`src/rtl/sel_div_pkg.sv`:
```
// Shared types and helpers for sel_mul_add_inverter.
// The reference model div_ref is for bench use.
package sel_div_pkg;

  typedef enum logic [1:0] {
    StIdle,
    StCalc,
    StDone
  } state_e;

  typedef struct packed {
    logic [31:0] q;
    logic [31:0] r;
  } div_res_t;

  function automatic int unsigned cnt_width(input int unsigned bw);
    return (bw < 2) ? 1 : $clog2(bw);
  endfunction

  // A zero divisor yields all-ones quotient and remainder = diff,
  // which matches what the restoring datapath produces.
  function automatic div_res_t div_ref(input logic [31:0] diff, input logic [31:0] divisor,
                                       input int unsigned bw);
    div_res_t res;
    if (divisor == 32'd0) begin
      res.q = (bw >= 32) ? 32'hffff_ffff : ((32'd1 << bw) - 32'd1);
      res.r = diff;
    end else begin
      res.q = diff / divisor;
      res.r = diff % divisor;
    end
    return res;
  endfunction

endpackage

```
`src/rtl/sel_div_step.sv`:
```
// One restoring-division step: shift in the next dividend bit, then
// subtract the divisor if it fits.
module sel_div_step #(
  parameter int unsigned BW = 8
) (
  input  logic [BW:0]   pr,
  input  logic          dbit,
  input  logic [BW-1:0] divisor,
  output logic [BW:0]   pr_next,
  output logic          qbit
);

  logic [BW:0] shifted;
  logic [BW:0] div_ext;

  assign shifted = {pr[BW-1:0], dbit};
  assign div_ext = {1'b0, divisor};

  always_comb begin
    pr_next = shifted;
    qbit    = 1'b0;
    if (shifted >= div_ext) begin
      pr_next = shifted - div_ext;
      qbit    = 1'b1;
    end
  end

endmodule

```
`src/rtl/sel_mul_add_inverter.sv`:
```
// Recovers the other factor of (sel ? a*b : c*d) + e with a bit-serial restoring divider.
// Optional macro SEL_DIV_EARLY_EXIT_EN skips the loop for zero divisor or diff < divisor.
module sel_mul_add_inverter
  import sel_div_pkg::*;
#(
  parameter int unsigned BW = 8
) (
  input  logic          clk,
  input  logic          rst,
  input  logic          in_valid,
  output logic          in_ready,
  input  logic [BW-1:0] res,
  input  logic [BW-1:0] e,
  input  logic [BW-1:0] b,
  input  logic [BW-1:0] d,
  input  logic          sel,
  output logic          out_valid,
  input  logic          out_ready,
  output logic [BW-1:0] q,
  output logic [BW-1:0] r,
  output logic          div_zero
);

  localparam int unsigned CntW = cnt_width(BW);

  state_e          state_q, state_d;
  logic [CntW-1:0] cnt_q, cnt_d;
  logic [BW-1:0]   diff_q, diff_d;
  logic [BW-1:0]   divisor_q, divisor_d;
  logic [BW-1:0]   quo_q, quo_d;
  logic [BW-1:0]   q_q, q_d;
  logic [BW-1:0]   r_q, r_d;
  logic            dz_q, dz_d;
  logic [BW:0]     pr_q, pr_d;

  logic [BW-1:0]   diff_in;
  logic [BW-1:0]   divisor_in;
  logic [BW:0]     pr_step;
  logic            qbit;

  // Subtraction wraps modulo 2^BW by design.
  assign diff_in    = res - e;
  assign divisor_in = sel ? b : d;

  sel_div_step #(
    .BW(BW)
  ) u_step (
    .pr      (pr_q),
    .dbit    (diff_q[cnt_q]),
    .divisor (divisor_q),
    .pr_next (pr_step),
    .qbit    (qbit)
  );

  always_comb begin
    state_d   = state_q;
    cnt_d     = cnt_q;
    diff_d    = diff_q;
    divisor_d = divisor_q;
    quo_d     = quo_q;
    q_d       = q_q;
    r_d       = r_q;
    dz_d      = dz_q;
    pr_d      = pr_q;
    unique case (state_q)
      StIdle: begin
        if (in_valid) begin
          diff_d    = diff_in;
          divisor_d = divisor_in;
          dz_d      = (divisor_in == '0);
          pr_d      = '0;
          quo_d     = '0;
          cnt_d     = CntW'(BW - 1);
          state_d   = StCalc;
`ifdef SEL_DIV_EARLY_EXIT_EN
          if ((divisor_in == '0) || (diff_in < divisor_in)) begin
            q_d     = (divisor_in == '0) ? '1 : '0;
            r_d     = diff_in;
            state_d = StDone;
          end
`endif
        end
      end
      StCalc: begin
        pr_d  = pr_step;
        quo_d = {quo_q[BW-2:0], qbit};
        cnt_d = cnt_q - CntW'(1);
        if (cnt_q == '0) begin
          q_d     = {quo_q[BW-2:0], qbit};
          r_d     = pr_step[BW-1:0];
          state_d = StDone;
        end
      end
      StDone: begin
        if (out_ready) state_d = StIdle;
      end
      default: state_d = StIdle;
    endcase
  end

  always_ff @(posedge clk or posedge rst) begin
    if (rst) begin
      state_q   <= StIdle;
      cnt_q     <= '0;
      diff_q    <= '0;
      divisor_q <= '0;
      quo_q     <= '0;
      q_q       <= '0;
      r_q       <= '0;
      dz_q      <= 1'b0;
      pr_q      <= '0;
    end else begin
      state_q   <= state_d;
      cnt_q     <= cnt_d;
      diff_q    <= diff_d;
      divisor_q <= divisor_d;
      quo_q     <= quo_d;
      q_q       <= q_d;
      r_q       <= r_d;
      dz_q      <= dz_d;
      pr_q      <= pr_d;
    end
  end

  assign in_ready  = (state_q == StIdle);
  assign out_valid = (state_q == StDone);
  assign q         = q_q;
  assign r         = r_q;
  assign div_zero  = dz_q;

endmodule

```
`config.mk`:
```
export PLATFORM = sky130hd
export DESIGN_NAME = sel_mul_add_inverter
export DESIGN_NICKNAME = d
export VERILOG_FILES = /design/src/rtl/sel_div_pkg.sv /design/src/rtl/sel_div_step.sv /design/src/rtl/sel_mul_add_inverter.sv
export SDC_FILE = /design/constraint.sdc
export NUM_CORES = 1
export LEC_CHECK = 0
export ABC_AREA = 1
export CAP_MARGIN = 10
export CORE_MARGIN = 3
export CORE_UTILIZATION = 40
export DETAILED_ROUTE_END_ITERATION = 7
export PLACE_DENSITY_LB_ADDON = 0.1
export RECOVER_POWER = 25
export SETUP_SLACK_MARGIN = 0.2
export SLEW_MARGIN = 20
export SYNTH_ARGS = -nofsm -noshare
export SYNTH_HDL_FRONTEND = slang
export SYNTH_SLANG_ARGS = --single-unit
```
`constraint.sdc`:
```
create_clock -name clk -period 2.7 [get_ports clk]
set_input_delay 0.27 -clock clk [delete_from_list [all_inputs] [get_ports clk]]
set_output_delay 0.27 -clock clk [all_outputs]
set_load 0.05 [all_outputs]
```
==> results.md, run 1 <==
- Outcome: completed
- Maximum vdd ir drop: 0.3411 mV
- Routability cong.: 0.9283
- Final #Nets: 517
- Tmin final: 2.251 ns
- Slew at the pin closest to its max-slew limit: 0.8085 ns
- Worst slack, placed: 0.4699 ns
- Fill count: 756
- DP HPWL: 4980 um
- Vias after detailed routing: 2629
- Core Region: 0.007408 mm^2
- Reg2reg setup slack: 0.45 ns
- I/O pin cnt: 56
- Postcts setup bufs: 0
- Setup TNS: 0 ns
- Avg WL per Cell: 11.53 um
- Pwr Total: 4784 uW
- H-tree levels: 2
- Cts repair resizes: 0
- Final hold violation count: 0
- Non-Filler Cell Area, Final: 0.003846 mm^2
- Avg Inst Size Synth: 7.706 um^2
- Port buffer count: 55
- Initial antenna violation count: 0
- Worst Reg-to-Reg Cells: 17
- Vias in the first global route: 2504
- Worst setup SP type: register
- Pleak: 0.001960 uW
- Fin crit share: 0.8339
- Worst reg2reg path startpoint: cnt_q[0]
- Yosys warns: 0
- Mapped cell area: 0.003105 mm^2
- Max_cap viols: 0
- Post-synthesis register bit count: 53
- CP arrival: 2.46 ns
- Num CTS Buffers: 5
- Critical Path Sink Type: register
- PwrDens: 1244 mW/mm^2
- Worst setup margin: 0.4486 ns
- DRC violations left: 0
- Worst-Skew Late Latency: 0.31 ns
- Slew Limit Headroom: 0.4604
- Final Max Tran Viols: 0
- Initial core utilization: 0.4192
- Die area: 0.008857 mm^2
- Root buffer cell: clkbuf_8
- Largest net degree at the start of global routing: 33
- CP Launch Point: cnt_q[0]
- Detailed Route WL: 6467 um
- Fin Clk Skew: 0.007631 ns
- Synth Net Count: 459
- Critical path type: reg2reg
- CTS tree: built
- Vias per Instance: 4.686
- Area grow syn2layout: 23.85%
- Clk sink count: 53
- GRT Residual Overflow: 0
- Unique masters post-synth: 35
- First-pass GRT wire length: 11500 um
- Antenna Nets Post-Route: 0
- Layout cell share with drive strength beyond 1: 0.07359
- Syn Inst Count: 403
- Clk pin slew, worst setup/hold paths: 0.10 ns
- Worst setup path endpoint: r[0]
- CTS Buffer Depth: 2
- RSZ-0062 raised after global routing: false
- Max Clock Freq: 444.2 MHz
- Die width: 94.11 um
- Iter 0 DRT Violations: 127
- # hold bufs at CTS: 0
- Placed instance area: 0.003771 mm^2
- Reg-to-reg endpoint: r[0]
- Sequential element share of the synthesized area: 0.4271
- WP data required: 2.91 ns
- Critical path fanouts, max: 9
- Hold WC Path Type: reg2reg
- All-Layer GR Usage: 0.1581
- # diodes: 0
- Final std cells w/o fill: 561
- FP Rows: 31
- Die Ht: 94.11 um
- Final setup viols: 0
- DR pass1 iterations: 4
- Placed cells: 553
[flip-flops by register name, indices dropped and copies added, names as in the netlist]
register   count
diff_q         8
divisor_q      8
pr_q           8
q              8
r              8
quo_q          7
cnt_q          3
state_q        2
div_zero       1
[worst min-delay path by stage]
| stage | endpoint | cells past startpoint | slack [ns] | start |
|---|---|---|---|---|
| after floorplan | state_q[1] | 1 | 0.36 | out_ready |
| after global placement | r[2] | 2 | 0.46 | r[2] |
| after CTS | r[3] | 2 | 0.32 | rst |
| final | r[3] | 2 | 0.49 | r[3] |
| after global routing | q[5] | 2 | 0.51 | q[5] |
| after detailed placement | r[6] | 2 | 0.47 | r[6] |
[kinds of logic after synthesis]
family	count (synthesis)	synth area share
AOI/OAI and AO/OA	54	0.1068
xor gates and xnor gates	6	0.01692
adders and majority gates	19	0.08139
buffers and inverters	67	0.08662
DFF	53	0.4271
muxes	1	0.003223
and+or+nand+nor	203	0.2780
[final cells by class]
| type | instances | area, um^2 | area share |
|---|---|---|---|
| flip-flops and latches | 53 | 1326 | 0.3448 |
| repair buffers | 58 | 570.5 | 0.1483 |
| clock buffers | 5 | 68.82 | 0.01789 |
| well taps | 99 | 123.9 | 0.03221 |
| multi-input cells | 283 | 1510 | 0.3926 |
| inverters | 60 | 225.2 | 0.05856 |
| clock inverters | 3 | 21.27 | 0.005530 |
[metrics by stage]
stage,hold WS (ns),utilization
finish,0.4868,0.5192
floorplan,0.3563,-
detailed placement,0.4659,0.5090
global placement,0.4614,0.5090
CTS,0.3170,0.5212
global route,0.5123,0.5192
[per-layer routing]
layer / track usage / routed length (um)
met1: 0.2317 / 3374
met2: 0.2395 / 2711
met3: 0.02804 / 342
met4: 0.04212 / 39
met5: 0 / 0
[report_power, final]
group	switching [uW]	internal (uW)	total (uW)
registers	221	1150	1380
logic	1890	1060	2950
clock network	275	185	459
total	2390	2400	4780
[worst max-delay path, stage by stage (launching register included)]
cell	delay [ns]
dfrtp_1	0.43
inv_1	0.18
nand2_1	0.08
nand2_1	0.06
nand2_1	0.05
nand3_1	0.07
nand2_1	0.07
ha_1	0.29
inv_1	0.06
nor2_1	0.04
nand2_1	0.04
nor2_1	0.04
nor2_2	0.31
nand2_4	0.14
inv_2	0.10
nand2_1	0.07
nand3_1	0.07
nand2_1	0.05
[synth_stat cells]
| cell | instances | area, um^2 |
|---|---|---|
| o21ai_0 | 21 | 105.1 |
| nand2_1 | 140 | 525.5 |
| nor3_1 | 2 | 10.01 |
| a21o_1 | 2 | 15.01 |
| a31oi_1 | 1 | 6.260 |
| or2_2 | 5 | 31.28 |
| nor3_4 | 1 | 16.27 |
| a21oi_1 | 6 | 30.03 |
| nor2_1 | 18 | 67.56 |
| o21ai_2 | 7 | 61.31 |
| buf_2 | 2 | 10.01 |
| nor2_2 | 2 | 12.51 |
| buf_1 | 1 | 3.750 |
| clkbuf_1 | 2 | 7.510 |
| inv_2 | 5 | 18.77 |
| nand3_1 | 25 | 125.1 |
| nor2_4 | 1 | 11.26 |
| nand2_2 | 1 | 6.260 |
| mux2i_1 | 1 | 10.01 |
| xor2_1 | 3 | 26.28 |
| o21a_1 | 2 | 15.01 |
| o211ai_1 | 1 | 7.510 |
| o31ai_1 | 2 | 15.01 |
| dfrtp_1 | 53 | 1326 |
| ha_1 | 17 | 212.7 |
| xnor2_1 | 3 | 26.28 |
| nand4_1 | 5 | 31.28 |
| o22ai_1 | 9 | 56.30 |
| nand3b_1 | 2 | 15.01 |
| a22oi_1 | 2 | 15.01 |
| buf_6 | 2 | 22.52 |
| fa_1 | 2 | 40.04 |
| o21ai_1 | 1 | 5.000 |
| nand2_4 | 1 | 11.26 |
| inv_1 | 55 | 206.5 |
[layout by cell type, fill, tap and decap left out]
cell type,count
a21o_1,2
a21oi_1,6
a22oi_1,2
a31oi_1,1
buf_4,2
clkbuf_2,1
clkbuf_8,5
clkdlybuf4s50_1,54
clkinv_2,1
clkinvlp_4,1
dfrtp_1,53
dlygate4sd3_1,1
fa_1,2
ha_1,17
inv_1,55
inv_2,5
inv_6,1
mux2i_1,1
nand2_1,140
nand2_2,1
nand2_4,1
nand3_1,25
nand3b_1,2
nand4_1,5
nor2_1,18
nor2_2,2
nor2_4,1
nor3_1,2
nor3_4,1
o211ai_1,1
o21a_1,2
o21ai_0,21
o21ai_1,1
o21ai_2,7
o22ai_1,9
o31ai_1,2
or2_2,5
xnor2_1,3
xor2_1,3
Note: power is estimated with default switching activity, not from simulation.
==> run 2: changes to the inputs <==
==> constraint.sdc (replaced) <==
create_clock -name clk -period 2.2 [get_ports clk]
set_input_delay 0.22 -clock clk [delete_from_list [all_inputs] [get_ports clk]]
set_output_delay 0.22 -clock clk [all_outputs]
set_load 0.05 [all_outputs]
==> run 2 against run 1 <==
Power increased by 38%; hold slack got worse by 0.016 ns; global-route usage increased by 0.72 points; core utilization increased by 3.5 points; fmax increased by 8.2%; critical endpoint is now pr_q[4]; clock power increased by 17%; sequential power increased by 25%; cell area increased by 6.8%; non-clock buffer count increased by 10; flip-flop and latch count unchanged; sequential share of layout area decreased by 2.2 points; die area unchanged.
==> results.md, run 2 (synthesis results as in run 1) <==
- Initial core utilization: 0.4192 (unchanged)
- FP Rows: 31 (unchanged)
- Final Max Tran Viols: 0 (unchanged)
- Slew at the pin closest to its max-slew limit: 0.7256 ns (-0.08289 ns)
- # diodes: 0 (unchanged)
- CP arrival: 2.29 ns (-0.17 ns)
- Most common cell after layout, fill and taps aside: nand2_1
- Clk pin slew, worst setup/hold paths: 0.10 ns (about the same)
- Hold WC Path Type: in2async
- Worst-Skew Late Latency: 0.30 ns (about the same)
- Port buffer count: 55 (unchanged)
- Initial antenna violation count: 0 (unchanged)
- First-pass GRT wire length: 11920 um (+3.7%)
- Reg2reg setup slack: 0.12 ns (-0.33 ns)
- Vias per Instance: 4.712 (+0.54%)
- Layout cell share with drive strength beyond 1: 0.1712 (+0.09765)
- Antenna Nets Post-Route: 0 (unchanged)
- Placed cells: 557 (+0.72%)
- DR pass1 iterations: 4 (unchanged)
- Worst setup margin: 0.1201 ns (-0.3285 ns)
- Seq pwr share: 0.262 (-0.026)
- CTS Buffer Depth: 2 (unchanged)
- Switch share: 0.4950 (-0.003584)
- Fin crit share: 0.9454 (+0.1115)
- Placed instance area: 0.003789 mm^2 (+0.46%)
- Maximum vdd ir drop: 0.5171 mV (+52%)
- Num CTS Buffers: 5 (unchanged)
- Commonest non-fill, non-tap cells in the layout: 128 x nand2_1, 53 x clkdlybuf4s50_1, 52 x inv_1, 52 x dfrtp_1, 20 x o21ai_0
- Core Region: 0.007408 mm^2 (unchanged)
- Avg WL per Cell: 11.83 um (+2.7%)
- Root buffer cell: clkbuf_8
- Die width: 94.11 um (unchanged)
- DP HPWL: 5053 um (+1.5%)
- GRT Residual Overflow: 0 (unchanged)
- Vias in the first global route: 2691 (+7.5%)
- Fin Clk Skew: 0.006083 ns (-0.001548 ns)
- Tmin final: 2.080 ns (-0.1715 ns)
- RSZ-0062 raised after global routing: true
- Die Ht: 94.11 um (unchanged)
- All-Layer GR Usage: 0.1653 (+0.007228)
- Final #Nets: 528 (+2.1%)
- Pleak: 0.002061 uW (+5.1%)
- Outcome: completed
- Reg-to-reg endpoint: pr_q[4]
- Vias after detailed routing: 2695 (+2.5%)
- Critical Path Sink Type: register
- Critical path fanouts, max: 6 (-3)
- Critical path type: reg2reg
- Worst setup SP type: register
- Non-Filler Cell Area, Final: 0.004108 mm^2 (+6.8%)
- Internal Power: 3322 uW (+38%)
- Worst Reg-to-Reg Cells: 14 (-3)
- DRC violations left: 0 (unchanged)
- Final hold violation count: 0 (unchanged)
- Die area: 0.008857 mm^2 (unchanged)
- Clk sink count: 53 (unchanged)
- Worst slack, placed: 0.02744 ns (-0.4424 ns)
- Area grow syn2layout: 32.27%
- Max Clock Freq: 480.8 MHz (+8.2%)
- Slew Limit Headroom: 0.5157 (+0.05532)
- Sw Pwr: 3256 uW (+37%)
- H-tree levels: 2 (unchanged)
- Max_cap viols: 0 (unchanged)
- CTS tree: built
- Iter 0 DRT Violations: 103 (-19%)
- WP data required: 2.41 ns (-0.50 ns)
- Worst reg2reg path startpoint: cnt_q[0]
- PwrDens: 1601 mW/mm^2 (+29%)
- Final setup viols: 0 (unchanged)
- Clock power share: 0.082 (-0.014)
- I/O pin cnt: 56 (unchanged)
- Detailed Route WL: 6769 um (+4.7%)
- Final std cells w/o fill: 572 (+2.0%)
- Largest net degree at the start of global routing: 26 (-21%)
- Routability cong.: 0.8962 (-3.5%)
- Comb power frac: 0.657 (+0.041)
## run 2: cell count changes in the layout (fill, tap and decap cells not counted), sizes merged
cell / before / now
dlymetal6s2s: 0 / 1
buf: 2 / 12
inv: 61 / 60
clkdlybuf4s50: 54 / 53
clkinv: 1 / 2
nand2: 142 / 143
## run 2: per-layer routing
metal  part of all wire  global-route usage  up-vias
met2               0.44              0.2602       79
li1                   -                   -     1426
met3              0.055             0.02564        7
met5                  0                   0        -
met1               0.49              0.2340     1183
met4             0.0096             0.04934        0
## run 2: layout make-up
cell class,instances,area (um^2)
multi-input cells,284,1679
well taps,99,123.9
inverters,60,232.7
repair buffers,68,658.1
flip-flops and latches,53,1328
clock inverters,3,17.52
clock buffers,5,68.82
fillers,696,3301
## run 2: critical path, stage by stage (launching register included)
cell and delay, ns:
dfrtp_2 0.45, inv_4 0.07, o211ai_1 0.20, nand3_2 0.10
nand2_2 0.09, ha_4 0.14, inv_4 0.04, fa_2 0.37
nand3_2 0.09, nand3_2 0.07, xor2_1 0.14, nand2_1 0.07
nand2_1 0.06, nand2_1 0.06, nand2_1 0.04
## run 2: metrics by stage
step                      hold WS (ns)  utilization  setup TNS, ns  power [uW]
after floorplan                 0.3063            -              0        4431
after global placement          0.4612       0.5114              0        5323
after detailed placement        0.4658       0.5114              0        5384
after CTS                       0.2201       0.5354              0        6248
after global routing            0.4572       0.5545       -0.01560        7267
final                           0.4705       0.5545              0        6578
## run 2: worst max path at each step
| stage | endpoint | startpoint |
|---|---|---|
| 5_1_grt | pr_q[4] | cnt_q[0] |
| 3_5_place_dp | pr_q[4] | cnt_q[0] |
| 4_1_cts | pr_q[4] | cnt_q[0] |
| 2_1_floorplan | pr_q[4] | cnt_q[0] |
| 3_3_place_gp | r[4] | cnt_q[0] |
| 6_report | pr_q[4] | cnt_q[0] |
## run 2: what timing repair did
action	in CTS	in global routing
gates cloned	1	0
endpoints found under the setup margin	18	25
hold buffers	0	0
pin swaps	5	13
resized for setup	19	32
setup buffers	3	3
## run 2: power groups by stage
stage / clock (uW) / combinational (uW) / sequential [uW]
6_report: 538 / 4320 / 1720
3_5_place_dp: 0 / 3680 / 1700
4_1_cts: 564 / 3990 / 1700
5_1_grt: 608 / 4880 / 1780
3_3_place_gp: 0 / 3630 / 1690
2_1_floorplan: 0 / 2360 / 2070
